**src/rtl/vrf_read_responder_if.sv**
```systemverilog
// Bundle of the read-request, bank-write, SRAM and result buses of one VRF bank responder.
// slave: the responder's view. master: requesters, bank writer and SRAM macro.
interface vrf_read_responder_if #(
  parameter int unsigned NUM_PORTS = 4,
  parameter int unsigned DATA_W    = 32,
  parameter int unsigned VS_W      = 5,
  parameter int unsigned OFFSET_W  = 8,
  parameter int unsigned IDX_W     = 3
);
  logic [NUM_PORTS-1:0]          req_valid;
  logic [NUM_PORTS-1:0]          req_ready;
  logic [NUM_PORTS*VS_W-1:0]     req_vs;
  logic [NUM_PORTS*OFFSET_W-1:0] req_offset;
  logic [NUM_PORTS*2-1:0]        req_readSource;
  logic [NUM_PORTS*IDX_W-1:0]    req_instructionIndex;

  logic                  write_valid;
  logic [VS_W-1:0]       write_vs;
  logic [OFFSET_W-1:0]   write_offset;
  logic [DATA_W-1:0]     write_data;
  logic [DATA_W/8-1:0]   write_mask;

  logic                     sram_ce;
  logic                     sram_we;
  logic [VS_W+OFFSET_W-1:0] sram_addr;
  logic [DATA_W-1:0]        sram_wdata;
  logic [DATA_W/8-1:0]      sram_wmask;
  logic [DATA_W-1:0]        sram_rdata;

  logic [DATA_W-1:0]    result_data;
  logic [NUM_PORTS-1:0] result_valid;
  logic [1:0]           result_readSource;
  logic [IDX_W-1:0]     result_instructionIndex;

  modport slave (
    input  req_valid, req_vs, req_offset, req_readSource, req_instructionIndex,
    input  write_valid, write_vs, write_offset, write_data, write_mask,
    input  sram_rdata,
    output req_ready,
    output sram_ce, sram_we, sram_addr, sram_wdata, sram_wmask,
    output result_data, result_valid, result_readSource, result_instructionIndex
  );

  modport master (
    output req_valid, req_vs, req_offset, req_readSource, req_instructionIndex,
    output write_valid, write_vs, write_offset, write_data, write_mask,
    output sram_rdata,
    input  req_ready,
    input  sram_ce, sram_we, sram_addr, sram_wdata, sram_wmask,
    input  result_data, result_valid, result_readSource, result_instructionIndex
  );
endinterface

```
**src/rtl/vrf_read_responder.sv**
```systemverilog
// VRF bank read responder: round-robin arbitration of read requesters onto one
// single-port SRAM, bank writes take priority, read data returned 2 cycles after the fire.
// Optional macro VRF_READ_PERF_EN adds perf_conflict_cnt / perf_read_cnt outputs.
module vrf_read_responder #(
  parameter int unsigned NUM_PORTS = 4,
  parameter int unsigned DATA_W    = 32,
  parameter int unsigned VS_W      = 5,
  parameter int unsigned OFFSET_W  = 8,
  parameter int unsigned IDX_W     = 3
) (
  input logic                clock,
  input logic                reset,
  vrf_read_responder_if.slave bus
`ifdef VRF_READ_PERF_EN
  ,
  output logic [15:0]        perf_conflict_cnt,
  output logic [15:0]        perf_read_cnt
`endif
);

  localparam int unsigned PTR_W = (NUM_PORTS > 1) ? $clog2(NUM_PORTS) : 1;

  logic [PTR_W-1:0]     rrPtr;
  logic [PTR_W-1:0]     grantIdx;
  logic                 grantFound;
  logic [NUM_PORTS-1:0] grantOh;
  logic                 fire;

  logic [VS_W-1:0]     selVs;
  logic [OFFSET_W-1:0] selOffset;
  logic [1:0]          selSrc;
  logic [IDX_W-1:0]    selIdx;

  logic                 s1Valid;
  logic [NUM_PORTS-1:0] s1Oh;
  logic [1:0]           s1Src;
  logic [IDX_W-1:0]     s1Idx;

  logic                 s2Valid;
  logic [NUM_PORTS-1:0] s2Oh;
  logic [DATA_W-1:0]    resData;
  logic [1:0]           resSrc;
  logic [IDX_W-1:0]     resIdx;

  // Find the first valid requester at or above the RR pointer, wrapping around.
  always_comb begin
    logic [PTR_W-1:0] cand;
    grantFound = 1'b0;
    grantIdx   = '0;
    cand       = '0;
    for (int unsigned k = 0; k < NUM_PORTS; k++) begin
      cand = PTR_W'((32'(rrPtr) + k) % NUM_PORTS);
      if (!grantFound && bus.req_valid[cand]) begin
        grantFound = 1'b1;
        grantIdx   = cand;
      end
    end
  end

  // Grant is suppressed by a bank write (shared SRAM port) and while reset is held.
  always_comb begin
    grantOh = '0;
    if (grantFound && !bus.write_valid && !reset) begin
      grantOh[grantIdx] = 1'b1;
    end
  end

  assign fire          = |grantOh;
  assign bus.req_ready = grantOh;

  assign selVs     = bus.req_vs[32'(grantIdx) * VS_W +: VS_W];
  assign selOffset = bus.req_offset[32'(grantIdx) * OFFSET_W +: OFFSET_W];
  assign selSrc    = bus.req_readSource[32'(grantIdx) * 2 +: 2];
  assign selIdx    = bus.req_instructionIndex[32'(grantIdx) * IDX_W +: IDX_W];

  // SRAM command: write wins, otherwise the granted read, otherwise idle.
  always_comb begin
    bus.sram_ce    = 1'b0;
    bus.sram_we    = 1'b0;
    bus.sram_addr  = '0;
    bus.sram_wdata = '0;
    bus.sram_wmask = '0;
    if (bus.write_valid) begin
      bus.sram_ce    = 1'b1;
      bus.sram_we    = 1'b1;
      bus.sram_addr  = {bus.write_vs, bus.write_offset};
      bus.sram_wdata = bus.write_data;
      bus.sram_wmask = bus.write_mask;
    end else if (fire) begin
      bus.sram_ce   = 1'b1;
      bus.sram_addr = {selVs, selOffset};
    end
  end

  // RR pointer update and stage1 capture of the read's tag on a fire.
  always_ff @(posedge clock or posedge reset) begin
    if (reset) begin
      rrPtr   <= '0;
      s1Valid <= 1'b0;
      s1Oh    <= '0;
      s1Src   <= '0;
      s1Idx   <= '0;
    end else begin
      s1Valid <= fire;
      if (fire) begin
        rrPtr <= PTR_W'((32'(grantIdx) + 1) % NUM_PORTS);
        s1Oh  <= grantOh;
        s1Src <= selSrc;
        s1Idx <= selIdx;
      end
    end
  end

  // Stage2: latch SRAM data and tag; result fields hold their last value when idle.
  always_ff @(posedge clock or posedge reset) begin
    if (reset) begin
      s2Valid <= 1'b0;
      s2Oh    <= '0;
      resData <= '0;
      resSrc  <= '0;
      resIdx  <= '0;
    end else begin
      s2Valid <= s1Valid;
      if (s1Valid) begin
        s2Oh    <= s1Oh;
        resData <= bus.sram_rdata;
        resSrc  <= s1Src;
        resIdx  <= s1Idx;
      end
    end
  end

  assign bus.result_valid            = s2Valid ? s2Oh : '0;
  assign bus.result_data             = resData;
  assign bus.result_readSource       = resSrc;
  assign bus.result_instructionIndex = resIdx;

`ifdef VRF_READ_PERF_EN
  // Conflict counter saturates; read counter wraps.
  always_ff @(posedge clock or posedge reset) begin
    if (reset) begin
      perf_conflict_cnt <= '0;
      perf_read_cnt     <= '0;
    end else begin
      if (bus.write_valid && (|bus.req_valid) && (perf_conflict_cnt != 16'hFFFF)) begin
        perf_conflict_cnt <= perf_conflict_cnt + 16'd1;
      end
      if (fire) begin
        perf_read_cnt <= perf_read_cnt + 16'd1;
      end
    end
  end
`endif

endmodule
```
**src/flat_wrapper.sv**
```systemverilog
// flat-port wrapper written by rule: the top's interface ports become plain ports
module vrf_read_responder_flat 
#(
  parameter int unsigned NUM_PORTS = 4,
  parameter int unsigned DATA_W    = 32,
  parameter int unsigned VS_W      = 5,
  parameter int unsigned OFFSET_W  = 8,
  parameter int unsigned IDX_W     = 3
)
  (clock, reset, bus_req_valid, bus_req_vs, bus_req_offset, bus_req_readSource, bus_req_instructionIndex, bus_write_valid, bus_write_vs, bus_write_offset, bus_write_data, bus_write_mask, bus_sram_rdata, bus_req_ready, bus_sram_ce, bus_sram_we, bus_sram_addr, bus_sram_wdata, bus_sram_wmask, bus_result_data, bus_result_valid, bus_result_readSource, bus_result_instructionIndex);
  vrf_read_responder_if #(.NUM_PORTS(NUM_PORTS), .DATA_W(DATA_W), .VS_W(VS_W), .OFFSET_W(OFFSET_W), .IDX_W(IDX_W)) bus_i ();
  input logic clock;
  input logic reset;
  input wire logic [$bits(bus_i.req_valid)-1:0] bus_req_valid;
  input wire logic [$bits(bus_i.req_vs)-1:0] bus_req_vs;
  input wire logic [$bits(bus_i.req_offset)-1:0] bus_req_offset;
  input wire logic [$bits(bus_i.req_readSource)-1:0] bus_req_readSource;
  input wire logic [$bits(bus_i.req_instructionIndex)-1:0] bus_req_instructionIndex;
  input wire logic [$bits(bus_i.write_valid)-1:0] bus_write_valid;
  input wire logic [$bits(bus_i.write_vs)-1:0] bus_write_vs;
  input wire logic [$bits(bus_i.write_offset)-1:0] bus_write_offset;
  input wire logic [$bits(bus_i.write_data)-1:0] bus_write_data;
  input wire logic [$bits(bus_i.write_mask)-1:0] bus_write_mask;
  input wire logic [$bits(bus_i.sram_rdata)-1:0] bus_sram_rdata;
  output wire logic [$bits(bus_i.req_ready)-1:0] bus_req_ready;
  output wire logic [$bits(bus_i.sram_ce)-1:0] bus_sram_ce;
  output wire logic [$bits(bus_i.sram_we)-1:0] bus_sram_we;
  output wire logic [$bits(bus_i.sram_addr)-1:0] bus_sram_addr;
  output wire logic [$bits(bus_i.sram_wdata)-1:0] bus_sram_wdata;
  output wire logic [$bits(bus_i.sram_wmask)-1:0] bus_sram_wmask;
  output wire logic [$bits(bus_i.result_data)-1:0] bus_result_data;
  output wire logic [$bits(bus_i.result_valid)-1:0] bus_result_valid;
  output wire logic [$bits(bus_i.result_readSource)-1:0] bus_result_readSource;
  output wire logic [$bits(bus_i.result_instructionIndex)-1:0] bus_result_instructionIndex;
  assign bus_i.req_valid = bus_req_valid;
  assign bus_i.req_vs = bus_req_vs;
  assign bus_i.req_offset = bus_req_offset;
  assign bus_i.req_readSource = bus_req_readSource;
  assign bus_i.req_instructionIndex = bus_req_instructionIndex;
  assign bus_i.write_valid = bus_write_valid;
  assign bus_i.write_vs = bus_write_vs;
  assign bus_i.write_offset = bus_write_offset;
  assign bus_i.write_data = bus_write_data;
  assign bus_i.write_mask = bus_write_mask;
  assign bus_i.sram_rdata = bus_sram_rdata;
  assign bus_req_ready = bus_i.req_ready;
  assign bus_sram_ce = bus_i.sram_ce;
  assign bus_sram_we = bus_i.sram_we;
  assign bus_sram_addr = bus_i.sram_addr;
  assign bus_sram_wdata = bus_i.sram_wdata;
  assign bus_sram_wmask = bus_i.sram_wmask;
  assign bus_result_data = bus_i.result_data;
  assign bus_result_valid = bus_i.result_valid;
  assign bus_result_readSource = bus_i.result_readSource;
  assign bus_result_instructionIndex = bus_i.result_instructionIndex;
  vrf_read_responder #(.NUM_PORTS(NUM_PORTS), .DATA_W(DATA_W), .VS_W(VS_W), .OFFSET_W(OFFSET_W), .IDX_W(IDX_W)) u_core (.clock(clock), .reset(reset), .bus(bus_i));
endmodule
```
**config.mk**
```make
export PLATFORM = sky130hd
export DESIGN_NAME = vrf_read_responder_flat
export DESIGN_NICKNAME = d
export VERILOG_FILES = /design/src/rtl/vrf_read_responder_if.sv /design/src/rtl/vrf_read_responder.sv /design/src/flat_wrapper.sv
export SDC_FILE = /design/constraint.sdc
export NUM_CORES = 1
export LEC_CHECK = 0
export CAP_MARGIN = 20
export CORE_ASPECT_RATIO = 0.8
export CORE_MARGIN = 2
export CORE_UTILIZATION = 30
export CTS_CLUSTER_DIAMETER = 150
export CTS_CLUSTER_SIZE = 30
export DETAILED_ROUTE_END_ITERATION = 6
export PLACE_DENSITY = 0.89
export SLEW_MARGIN = 30
export SYNTH_ARGS = -nofsm -noshare
export SYNTH_HDL_FRONTEND = slang
export SYNTH_SLANG_ARGS = --single-unit
```
**constraint.sdc**
```tcl
create_clock -name clock -period 3.4 [get_ports clock]
set_clock_uncertainty 0.15 [all_clocks]
set_input_delay 0.68 -clock clock [delete_from_list [all_inputs] [get_ports clock]]
set_output_delay 0.68 -clock clock [all_outputs]
set_load 0.005 [all_outputs]
```
==> results of run 1 <==
[worst max-delay path by stage]
stage	to	start	slack [ns]
global route	bus_sram_addr[4]	u_core.rrPtr[1]$_DFFE_PP0P_	-0.18
floorplan	bus_sram_addr[10]	bus_req_valid[0]	0.004
global placement	bus_sram_addr[10]	bus_req_valid[0]	-0.68
finish	bus_sram_addr[4]	bus_req_valid[1]	-0.13
detailed placement	bus_sram_addr[3]	bus_req_valid[0]	-0.80
CTS	bus_sram_addr[4]	bus_req_valid[1]	-0.08
[layer usage]
metal  GRT usage (%)  vias to the layer above
met3            5.65                       18
li1                -                     1533
met5               0                        -
met1            21.9                     1525
met4            7.35                        0
met2            41.4                      143
[through the flow]
step                      cells  worst slack, ns
after detailed placement    663           -0.797
final                       689           -0.133
after global routing        689           -0.183
after CTS                   685          -0.0781
after global placement      663           -0.685
after floorplan             268          0.00426
[placed cells by master, fill, tap and decap left out, types with 2 or more instances in the layout]
cell type,instances
a2111oi_0,2
clkbuf_16,6
mux2i_1,32
a21o_1,4
a211oi_1,5
inv_2,2
inv_6,2
nor3b_1,5
and2_1,44
a2111oi_2,3
nand2_4,2
buf_6,6
mux2_2,41
buf_12,5
ha_4,4
buf_4,29
dfrtp_1,53
o221ai_2,12
nor2_1,6
dlygate4sd2_1,2
clkdlybuf4s50_1,237
nand2_1,16
buf_2,14
[logic make-up (layout without fill, tap and decap cells)]
| family | after synthesis | count (layout) | share of synthesized area [%] |
|---|---|---|---|
| muxes | 73 | 73 | 25.5 |
| DFF | 54 | 54 | 44.1 |
| buffers and inverters | 24 | 309 | 3.92 |
| and+or+nand+nor | 78 | 78 | 14.7 |
| AOI/OAI and AO/OA | 35 | 35 | 10.2 |
| adders and majority gates | 4 | 4 | 1.63 |
[final cells by class]
| type | instances | area, um2 |
|---|---|---|
| clock buffers | 5 | 125 |
| inverters | 5 | 26.3 |
| multi-input cells | 190 | 1800 |
| fillers | 766 | 3340 |
| clock inverters | 3 | 43.8 |
| repair buffers | 296 | 2910 |
| flip-flops and latches | 54 | 1350 |
| well taps | 136 | 170 |
[report_power, final]
| part | switching (mW) | leakage (nW) | total (mW) | internal [mW] |
|---|---|---|---|---|
| clock | 0.219 | 0.0842 | 0.567 | 0.349 |
| combinational | 0.697 | 1.94 | 1.94 | 1.24 |
| sequential | 0.187 | 0.641 | 1.14 | 0.957 |
[sequential cells by signal, indices dropped and copies added, names as in the netlist]
signal and cells:
u_core.rrPtr 2, u_core.s1Oh 4, u_core.s1Src 2, u_core.s2Valid 1, u_core.bus.result_instructionIndex 3, u_core.bus.result_readSource 2, u_core.s1Idx 3, u_core.s1Valid 1
u_core.bus.result_data 32, u_core.s2Oh 4
[critical path: stages]
cell      delay, ns
buf_4          0.13
buf_6          0.13
a21oi_2        0.16
o22a_4         0.21
buf_12         0.11
inv_6          0.04
ha_4           0.16
o41ai_4        0.38
inv_2          0.12
nand2_4        0.12
buf_12         0.11
buf_16         0.11
o221ai_4       0.09
buf_2          0.15
[timing repair]
action,4_1_cts,5_1_grt
buffers inserted,13,4
hold endpoints to repair,0,0
endpoints found under the setup margin,18,13
cloned,1,1
pin swaps,7,19
resized for setup,76,38
==> summary.txt, run 1 <==
Synthesis
  – Fraction of registers with async set/reset: 100%
  – Ys flop type: dfrtp_1
  – Synthesized Nets: 432
  – Count leader, synth: dfrtp_1
  – Number of synthesized flops with an enable pin: 0
  – Yosys cell types: 32
  – Synth Register Bits: 54
  – Avg Inst Size Synth: 11.4 um2
  – Main area contributors after synthesis: dfrtp_1, mux2_2, mux2i_1
  – Post-Syn Area: 3060 um2
  – Post-Synthesis Cells: 268
  – Synth area leader: dfrtp_1
  – YS warnings: 0
  – Synth top cells by count: dfrtp_1, and2_1, mux2_2
  – Share of the yosys chip area belonging to registers: 44.1%
  – Top cell type's share of synthesized area: 44.1%

Timing
  – Worst-margin pin slew: 0.757 ns
  – Max-slew violation count: 0
  – Hold_ws: 0.333 ns
  – RSZ-0062 raised after global routing: true
  – Period utilisation layout: 104%
  – FMAX: 283 MHz
  – Tmin final: 3.53 ns
  – Setup ws final: -0.133 ns
  – Final Hold Vio Count: 0
  – Normalized max-slew margin: 49.6%
  – Setup tns final: -0.931 ns
  – Final Setup Violations: 13

Route
  – # DRC: 0
  – Initial DRC count: 65
  – Vias per cell: 4.67
  – DR vias: 3219
  – Top Layer Used: met4
  – Met2 routed WL: 6770 um
  – Post-DR wirelength/cell: 18.0 um
  – Met1 Wirelength: 4400 um
  – Met3 wire len: 919 um
  – WL final: 12400 um
  – Pre-antenna DRT Iters: 4
  – Routed Antenna Nets: 0

Setup path
  – R2R Setup Slk: 0.70 ns
  – Arr. time, crit path: 2.70 ns
  – Crit-path max FO: 6
  – Critical Path RT: 2.57 ns
  – Crit path kind: in -> out
  – Crit. End Element: primary output
  – Worst R2R Path Depth: 11
  – FF-to-FF Start: u_core.rrPtr[1]$_DFFE_PP0P_
  – CP Launch Type: input port
  – RR Endpoint: u_core.s1Src[0]$_DFFE_PP0P_

Worst hold path
  – HP Class: reg -> reg
  – Hold path depth: 1
  – Worst Hold Launch: u_core.s1Oh[2]$_DFFE_PP0P_
  – WHS Endpoint: u_core.s1Oh[2]$_DFFE_PP0P_

Place
  – Routability cong.: 0.871
  – DP HPWL: 9980 um
  – Port buffer count: 255
  – Placed cell area: 5910 um2

GRT
  – GRT Total Usage: 21.3%
  – Initial antenna violation count: 0
  – Largest net degree at the start of global routing: 55
  – First-pass GRT wire length: 18100 um
  – Grt total ovfl: 0
  – Vias in the first global route: 3532

Clocking
  – CTS Buf Count: 5
  – Clock slew at reported path FFs: 0.07 ns
  – Max clock buf depth: 2
  – H-tree depth: 2
  – TritonCTS clock tree: done
  – Hold_buf cts: 0
  – Root Buffer: clkbuf_16
  – Num Clock Sinks: 54
  – Clk Latency, worst-skew pair: 0.28 ns

Finish
  – Area grow syn2layout: 110%
  – Antenna diodes: 0
  – Design Area, Final: 6430 um2
  – # nets final: 716
  – Share of cells above drive strength 1: 25.7%
  – Final core occ: 65.8%

Die
  – Die Span X: 117 um
  – Rows: 32
  – Core area: 9770 um2
  – Die H: 94.4 um
  – Initial Util: 31.4%
  – Die area: 11000 um2
  – I/O pin count: 256

Pwr
  – Peak supply drop: 246 uV
  – Leak: 2.67 nW
  – Power Total: 3.65 mW
  – Power Density: 568 nW/um2

Outcome
  – Status: finished with violations
  – Failing checks: negative setup slack

Flow run
  – Max_cap viols: 0
Power figures use the tool's default switching activity.
==> run 2, diff against run 1 <==
--- a/config.mk
+++ b/config.mk
@@ -12,7 +12,8 @@
 export CTS_CLUSTER_DIAMETER = 150
 export CTS_CLUSTER_SIZE = 30
 export DETAILED_ROUTE_END_ITERATION = 6
-export PLACE_DENSITY = 0.89
+export GPL_TIMING_DRIVEN = 0
+export PLACE_DENSITY_LB_ADDON = 0.15
 export SLEW_MARGIN = 30
 export SYNTH_ARGS = -nofsm -noshare
 export SYNTH_HDL_FRONTEND = slang
==> summary.txt, run 2 (same netlist as run 1, synthesis figures left out) <==
Finish
  – Filler cell count: 857 (was 766)
  – Design Area, Final: 6240 um2 (was 6430 um2)
  – Most common cell after layout, fill and taps aside: clkdlybuf4s50_1 (unchanged)
  – Area grow syn2layout: 104% (was 110%)
  – Multi-input gate area: 1770 um2 (was 1800 um2)
  – Number of flip-flops in the largest register: 32 (unchanged)
  – Antenna diodes: 0 (unchanged)
  – Reg area: 1350 um2 (unchanged)
  – # nets final: 712 (was 716)
  – Non-filler cells, final: 685 (was 689)
  – Share of cells above drive strength 1: 22.8% (was 25.7%)
  – Most frequent cells in the layout: clkdlybuf4s50_1, dfrtp_1, and2_1 (unchanged)

Timing
  – Max-slew violation count: 0 (unchanged)
  – Period utilisation layout: 101% (was 104%)
  – FMAX: 292 MHz (was 283 MHz)
  – Setup tns final: -0.0901 ns (was -0.931 ns)
  – Tmin final: 3.43 ns (was 3.53 ns)
  – Worst-margin pin slew: 0.722 ns (was 0.757 ns)
  – RSZ-0062 raised after global routing: true (unchanged)
  – Hold_ws: 0.221 ns (was 0.333 ns)
  – Setup ws final: -0.0294 ns (was -0.133 ns)
  – Final Hold Vio Count: 0 (unchanged)
  – Normalized max-slew margin: 50.6% (was 49.6%)
  – Final Setup Violations: 9 (was 13)

Die
  – Core area: 9770 um2 (unchanged)
  – Die area: 11000 um2 (unchanged)
  – Die H: 94.4 um (unchanged)
  – Initial Util: 31.4% (unchanged)
  – I/O pin count: 256 (unchanged)
  – Rows: 32 (unchanged)
  – Die Span X: 117 um (unchanged)

Worst hold path
  – HP Class: reg -> reg (unchanged)
  – Hold path depth: 0 (was 1)

GRT
  – Vias in the first global route: 3446 (was 3532)
  – Largest net degree at the start of global routing: 46 (was 55)
  – Grt total ovfl: 0 (unchanged)
  – First-pass GRT wire length: 17100 um (was 18100 um)
  – Initial antenna violation count: 0 (unchanged)
  – GRT Total Usage: 20.3% (was 21.3%)

Pwr
  – Peak supply drop: 213 uV (was 246 uV)
  – Power Total: 3.43 mW (was 3.65 mW)
  – Power Density: 551 nW/um2 (was 568 nW/um2)
  – Leak: 2.56 nW (was 2.67 nW)

Place
  – Routability cong.: 0.773 (was 0.871)
  – DP HPWL: 9570 um (was 9980 um)
  – Placed cell area: 5830 um2 (was 5910 um2)
  – Port buffer count: 255 (unchanged)
  – DP Cell Count: 660 (was 663)

Clocking
  – TritonCTS clock tree: done (unchanged)
  – Hold_buf cts: 0 (unchanged)
  – Clk Latency, worst-skew pair: 0.28 ns (about the same)
  – CTS Buf Count: 5 (unchanged)
  – Num Clock Sinks: 54 (unchanged)
  – H-tree depth: 2 (unchanged)
  – Max clock buf depth: 2 (unchanged)
  – Clock slew at reported path FFs: 0.07 ns (about the same)
  – Root Buffer: clkbuf_16 (unchanged)

Setup path
  – Crit path kind: in -> out (unchanged)
  – Crit. End Element: primary output (unchanged)
  – CP Launch Type: input port (unchanged)
  – Critical Path RT: 2.57 ns (about the same)
  – Arr. time, crit path: 2.60 ns (was 2.70 ns)
  – Crit-path max FO: 5 (was 6)
  – Worst R2R Path Depth: 12 (was 11)

Flow run
  – Max_cap viols: 0 (unchanged)

Route
  – Initial DRC count: 120 (was 65)
  – Routed Antenna Nets: 0 (unchanged)
  – Pre-antenna DRT Iters: 4 (unchanged)
  – Vias per cell: 4.57 (was 4.67)
  – # DRC: 0 (unchanged)
  – WL final: 11600 um (was 12400 um)
  – DR vias: 3128 (was 3219)
  – Post-DR wirelength/cell: 17.0 um (was 18.0 um)

Outcome
  – Status: finished with violations (unchanged)
  – Failing checks: negative setup slack (unchanged)
-- run 2: cell count changes in the layout (fill, tap and decap cells not counted), sizes merged --
cell / before / now
dlygate4sd2: 2 / 1
buf: 56 / 46
clkinvlp: 0 / 2
clkbuf: 6 / 12
clkinv: 1 / 0
bufinv: 1 / 0
clkdlybuf4s15: 0 / 1
-- run 2: worst paths after layout --
path	startpoint	to	slack (ns)
worst max-delay path	bus_req_valid[0]	bus_sram_addr[11]	-0.03
worst min-delay path	u_core.s1Valid$_DFF_PP0_	u_core.s2Valid$_DFF_PP0_	0.22
worst max register to register	u_core.rrPtr[1]$_DFFE_PP0P_	u_core.s1Idx[2]$_DFFE_PP0P_	0.43
worst min register to register	u_core.s1Valid$_DFF_PP0_	u_core.s2Valid$_DFF_PP0_	0.22
max in group asynchronous	reset	u_core.s1Oh[3]$_DFFE_PP0P_	2.11
min in group asynchronous	reset	u_core.bus.result_readSource[1]$_DFFE_PP0P_	0.53
-- run 2: per-stage QoR --
step           util (%)  worst slack [ns]
2_1_floorplan         -           0.00426
3_3_place_gp       59.4             -1.38
3_5_place_dp       59.6             -1.43
4_1_cts            62.8           -0.0273
5_1_grt            63.8           -0.0958
6_report           63.8           -0.0294
-- run 2: critical path, stage by stage --
cell      delay [ns]
buf_12          0.09
a21oi_2         0.05
o21a_1          0.19
o22a_2          0.25
buf_6           0.13
ha_4            0.16
o41ai_4         0.39
inv_2           0.13
nand2_4         0.13
buf_6           0.14
o221ai_2        0.11
buf_2           0.15
-- run 2: layer usage --
layer | GRT usage [%] | vias up | share of wire, %
met2 | 37.7 | 136 | 51
met3 | 7.45 | 16 | 9.6
li1 | - | 1523 | -
met4 | 4.80 | 0 | 1.6
met1 | 21.8 | 1453 | 38
met5 | 0 | - | 0
-- run 2: timing repair --
action / in CTS / in global routing
resized for setup: 94 / 20
cloned: 1 / 0
buffers inserted: 16 / 3
pin swaps: 11 / 17
endpoints found under the setup margin: 24 / 14
-- run 2: layout make-up --
type	instances	share of cell area, %
Clock inverter	3	0.381
Buffer	16	1.57
Multi-Input combinational cell	190	28.3
Inverter	5	0.381
Timing Repair Buffer	276	42.9
Sequential cell	54	21.7
Tap cell	136	2.73
Clock buffer	5	2.01
-- run 2: power by group --
part	internal [mW]	switching (mW)
clock network	0.276	0.230
logic	1.16	0.654
registers	0.957	0.163
total	2.39	1.05
==> run 3, diff against run 2 <==
--- a/config.mk
+++ b/config.mk
@@ -14,6 +14,7 @@
 export DETAILED_ROUTE_END_ITERATION = 6
 export GPL_TIMING_DRIVEN = 0
 export PLACE_DENSITY_LB_ADDON = 0.15
+export SKIP_LAST_GASP = 1
 export SLEW_MARGIN = 30
 export SYNTH_ARGS = -nofsm -noshare
 export SYNTH_HDL_FRONTEND = slang
==> summary.txt, run 3 (same netlist as run 1, synthesis figures left out) <==
Setup path
  – Crit-path max FO: 5 (unchanged)
  – RR Endpoint: u_core.s1Idx[2]$_DFFE_PP0P_ (unchanged)
  – Worst R2R Path Depth: 12 (unchanged)
  – Crit. End Element: primary output (unchanged)
  – FF-to-FF Start: u_core.rrPtr[1]$_DFFE_PP0P_ (unchanged)
  – Crit path kind: in -> out (unchanged)
  – R2R Setup Slk: 0.43 ns (about the same)
  – Critical Path RT: 2.57 ns (about the same)
  – Arr. time, crit path: 2.59 ns (was 2.60 ns)
  – CP Launch Type: input port (unchanged)

Timing
  – Hold_ws: 0.221 ns (unchanged)
  – Period utilisation layout: 100% (was 101%)
  – Worst-margin pin slew: 0.722 ns (about the same)
  – Max-slew violation count: 0 (unchanged)
  – Setup tns final: -0.0653 ns (was -0.0901 ns)
  – Setup ws final: -0.0165 ns (was -0.0294 ns)
  – Final Hold Vio Count: 0 (unchanged)
  – Normalized max-slew margin: 50.6% (about the same)
  – Tmin final: 3.42 ns (was 3.43 ns)
  – RSZ-0062 raised after global routing: true (unchanged)
  – Final Setup Violations: 9 (unchanged)
  – FMAX: 293 MHz (was 292 MHz)

Finish
  – Most frequent cells in the layout: clkdlybuf4s50_1, dfrtp_1, and2_1 (unchanged)
  – Design Area, Final: 6230 um2 (was 6240 um2)
  – Antenna diodes: 0 (unchanged)
  – Final core occ: 63.8% (about the same)
  – Area grow syn2layout: 103% (was 104%)
  – Share of cells above drive strength 1: 22.8% (unchanged)
  – # nets final: 712 (unchanged)
  – Number of flip-flops in the largest register: 32 (unchanged)
  – Non-filler cells, final: 685 (unchanged)
  – Most common cell after layout, fill and taps aside: clkdlybuf4s50_1 (unchanged)

Outcome
  – Failing checks: negative setup slack (unchanged)
  – Status: finished with violations (unchanged)

Flow run
  – Max_cap viols: 0 (unchanged)

GRT
  – First-pass GRT wire length: 17100 um (unchanged)
  – Initial antenna violation count: 0 (unchanged)
  – Vias in the first global route: 3450 (was 3446)
  – GRT Total Usage: 20.3% (unchanged)
  – Grt total ovfl: 0 (unchanged)
  – Largest net degree at the start of global routing: 46 (unchanged)

Pwr
  – Leak: 2.56 nW (about the same)
  – Power Density: 551 nW/um2 (about the same)
  – Peak supply drop: 213 uV (about the same)
  – Power Total: 3.43 mW (about the same)

Route
  – Met2 routed WL: 5950 um (was 5940 um)
  – Met1 Wirelength: 4370 um (about the same)
  – Met3 wire len: 1120 um (unchanged)
  – Initial DRC count: 118 (was 120)
  – # DRC: 0 (unchanged)
  – Vias per cell: 4.57 (unchanged)
  – WL final: 11600 um (about the same)
  – Routed Antenna Nets: 0 (unchanged)
  – DR vias: 3128 (unchanged)
  – Pre-antenna DRT Iters: 4 (unchanged)
  – Post-DR wirelength/cell: 17.0 um (about the same)
  – Top Layer Used: met4 (unchanged)

Worst hold path
  – WHS Endpoint: u_core.s2Valid$_DFF_PP0_ (unchanged)
  – HP Class: reg -> reg (unchanged)
  – Worst Hold Launch: u_core.s1Valid$_DFF_PP0_ (unchanged)
  – Hold path depth: 0 (unchanged)

Die
  – I/O pin count: 256 (unchanged)
  – Rows: 32 (unchanged)
  – Die H: 94.4 um (unchanged)
  – Die area: 11000 um2 (unchanged)
  – Die Span X: 117 um (unchanged)
  – Initial Util: 31.4% (unchanged)
  – Core area: 9770 um2 (unchanged)

Clocking
  – TritonCTS clock tree: done (unchanged)
  – Max clock buf depth: 2 (unchanged)
  – Clock slew at reported path FFs: 0.07 ns (about the same)
  – Clk Latency, worst-skew pair: 0.28 ns (about the same)
  – Hold_buf cts: 0 (unchanged)
  – Root Buffer: clkbuf_16 (unchanged)
  – Num Clock Sinks: 54 (unchanged)
  – CTS Buf Count: 5 (unchanged)
  – H-tree depth: 2 (unchanged)

Place
  – Routability cong.: 0.773 (unchanged)
  – DP HPWL: 9570 um (unchanged)
  – Setup WS pre-CTS: -1.43 ns (unchanged)
  – DP Cell Count: 660 (unchanged)
  – Port buffer count: 255 (unchanged)
  – Placed cell area: 5830 um2 (unchanged)
-- run 3: repair_timing --
action	CTS	global route
endpoints found under the hold margin	0	0
gates resized for setup	94	19
pin swaps	10	16
cloned	1	0
endpoints found under the setup margin	24	14
buffers inserted	16	3
-- run 3: worst max-delay path: stages --
cell      delay, ns
buf_12         0.09
a21oi_2        0.05
o21a_1         0.19
o22a_2         0.25
buf_6          0.13
ha_4           0.16
o41ai_4        0.39
inv_2          0.13
nand2_4        0.13
buf_6          0.14
o221ai_2       0.10
buf_2          0.15
-- run 3: layout make-up --
| class | count | area, um2 |
|---|---|---|
| Sequential cell | 54 | 1350 |
| Buffer | 16 | 93.8 |
| Tap cell | 136 | 170 |
| Clock buffer | 5 | 125 |
| Multi-Input combinational cell | 190 | 1770 |
| Timing Repair Buffer | 276 | 2680 |
| Fill cell | 856 | 3540 |
| Clock inverter | 3 | 23.8 |
| Inverter | 5 | 23.8 |
-- run 3: worst max-delay path by stage --
| stage | start | to | slack [ns] | cells after the start |
|---|---|---|---|---|
| after floorplan | bus_req_valid[0] | bus_sram_addr[10] | 0.004 | 11 |
| after global placement | bus_req_valid[0] | bus_sram_addr[10] | -1.38 | 13 |
| after detailed placement | bus_req_valid[0] | bus_sram_addr[4] | -1.43 | 13 |
| after CTS | u_core.rrPtr[1]$_DFFE_PP0P_ | bus_sram_addr[3] | -0.03 | 12 |
| after global routing | u_core.rrPtr[1]$_DFFE_PP0P_ | bus_sram_addr[8] | -0.09 | 11 |
| final | bus_req_valid[0] | bus_sram_addr[11] | -0.02 | 12 |
-- run 3: routing by layer --
metal	track usage (%)	up-vias
met4	4.80	0
met2	37.7	136
met3	7.45	16
li1	-	1522
met1	21.8	1454
met5	0	-
-- run 3: power by group --
| group | internal (mW) | switching [mW] | leakage [nW] |
|---|---|---|---|
| registers | 0.957 | 0.163 | 0.641 |
| clock network | 0.276 | 0.230 | 0.0664 |
| logic | 1.15 | 0.654 | 1.85 |
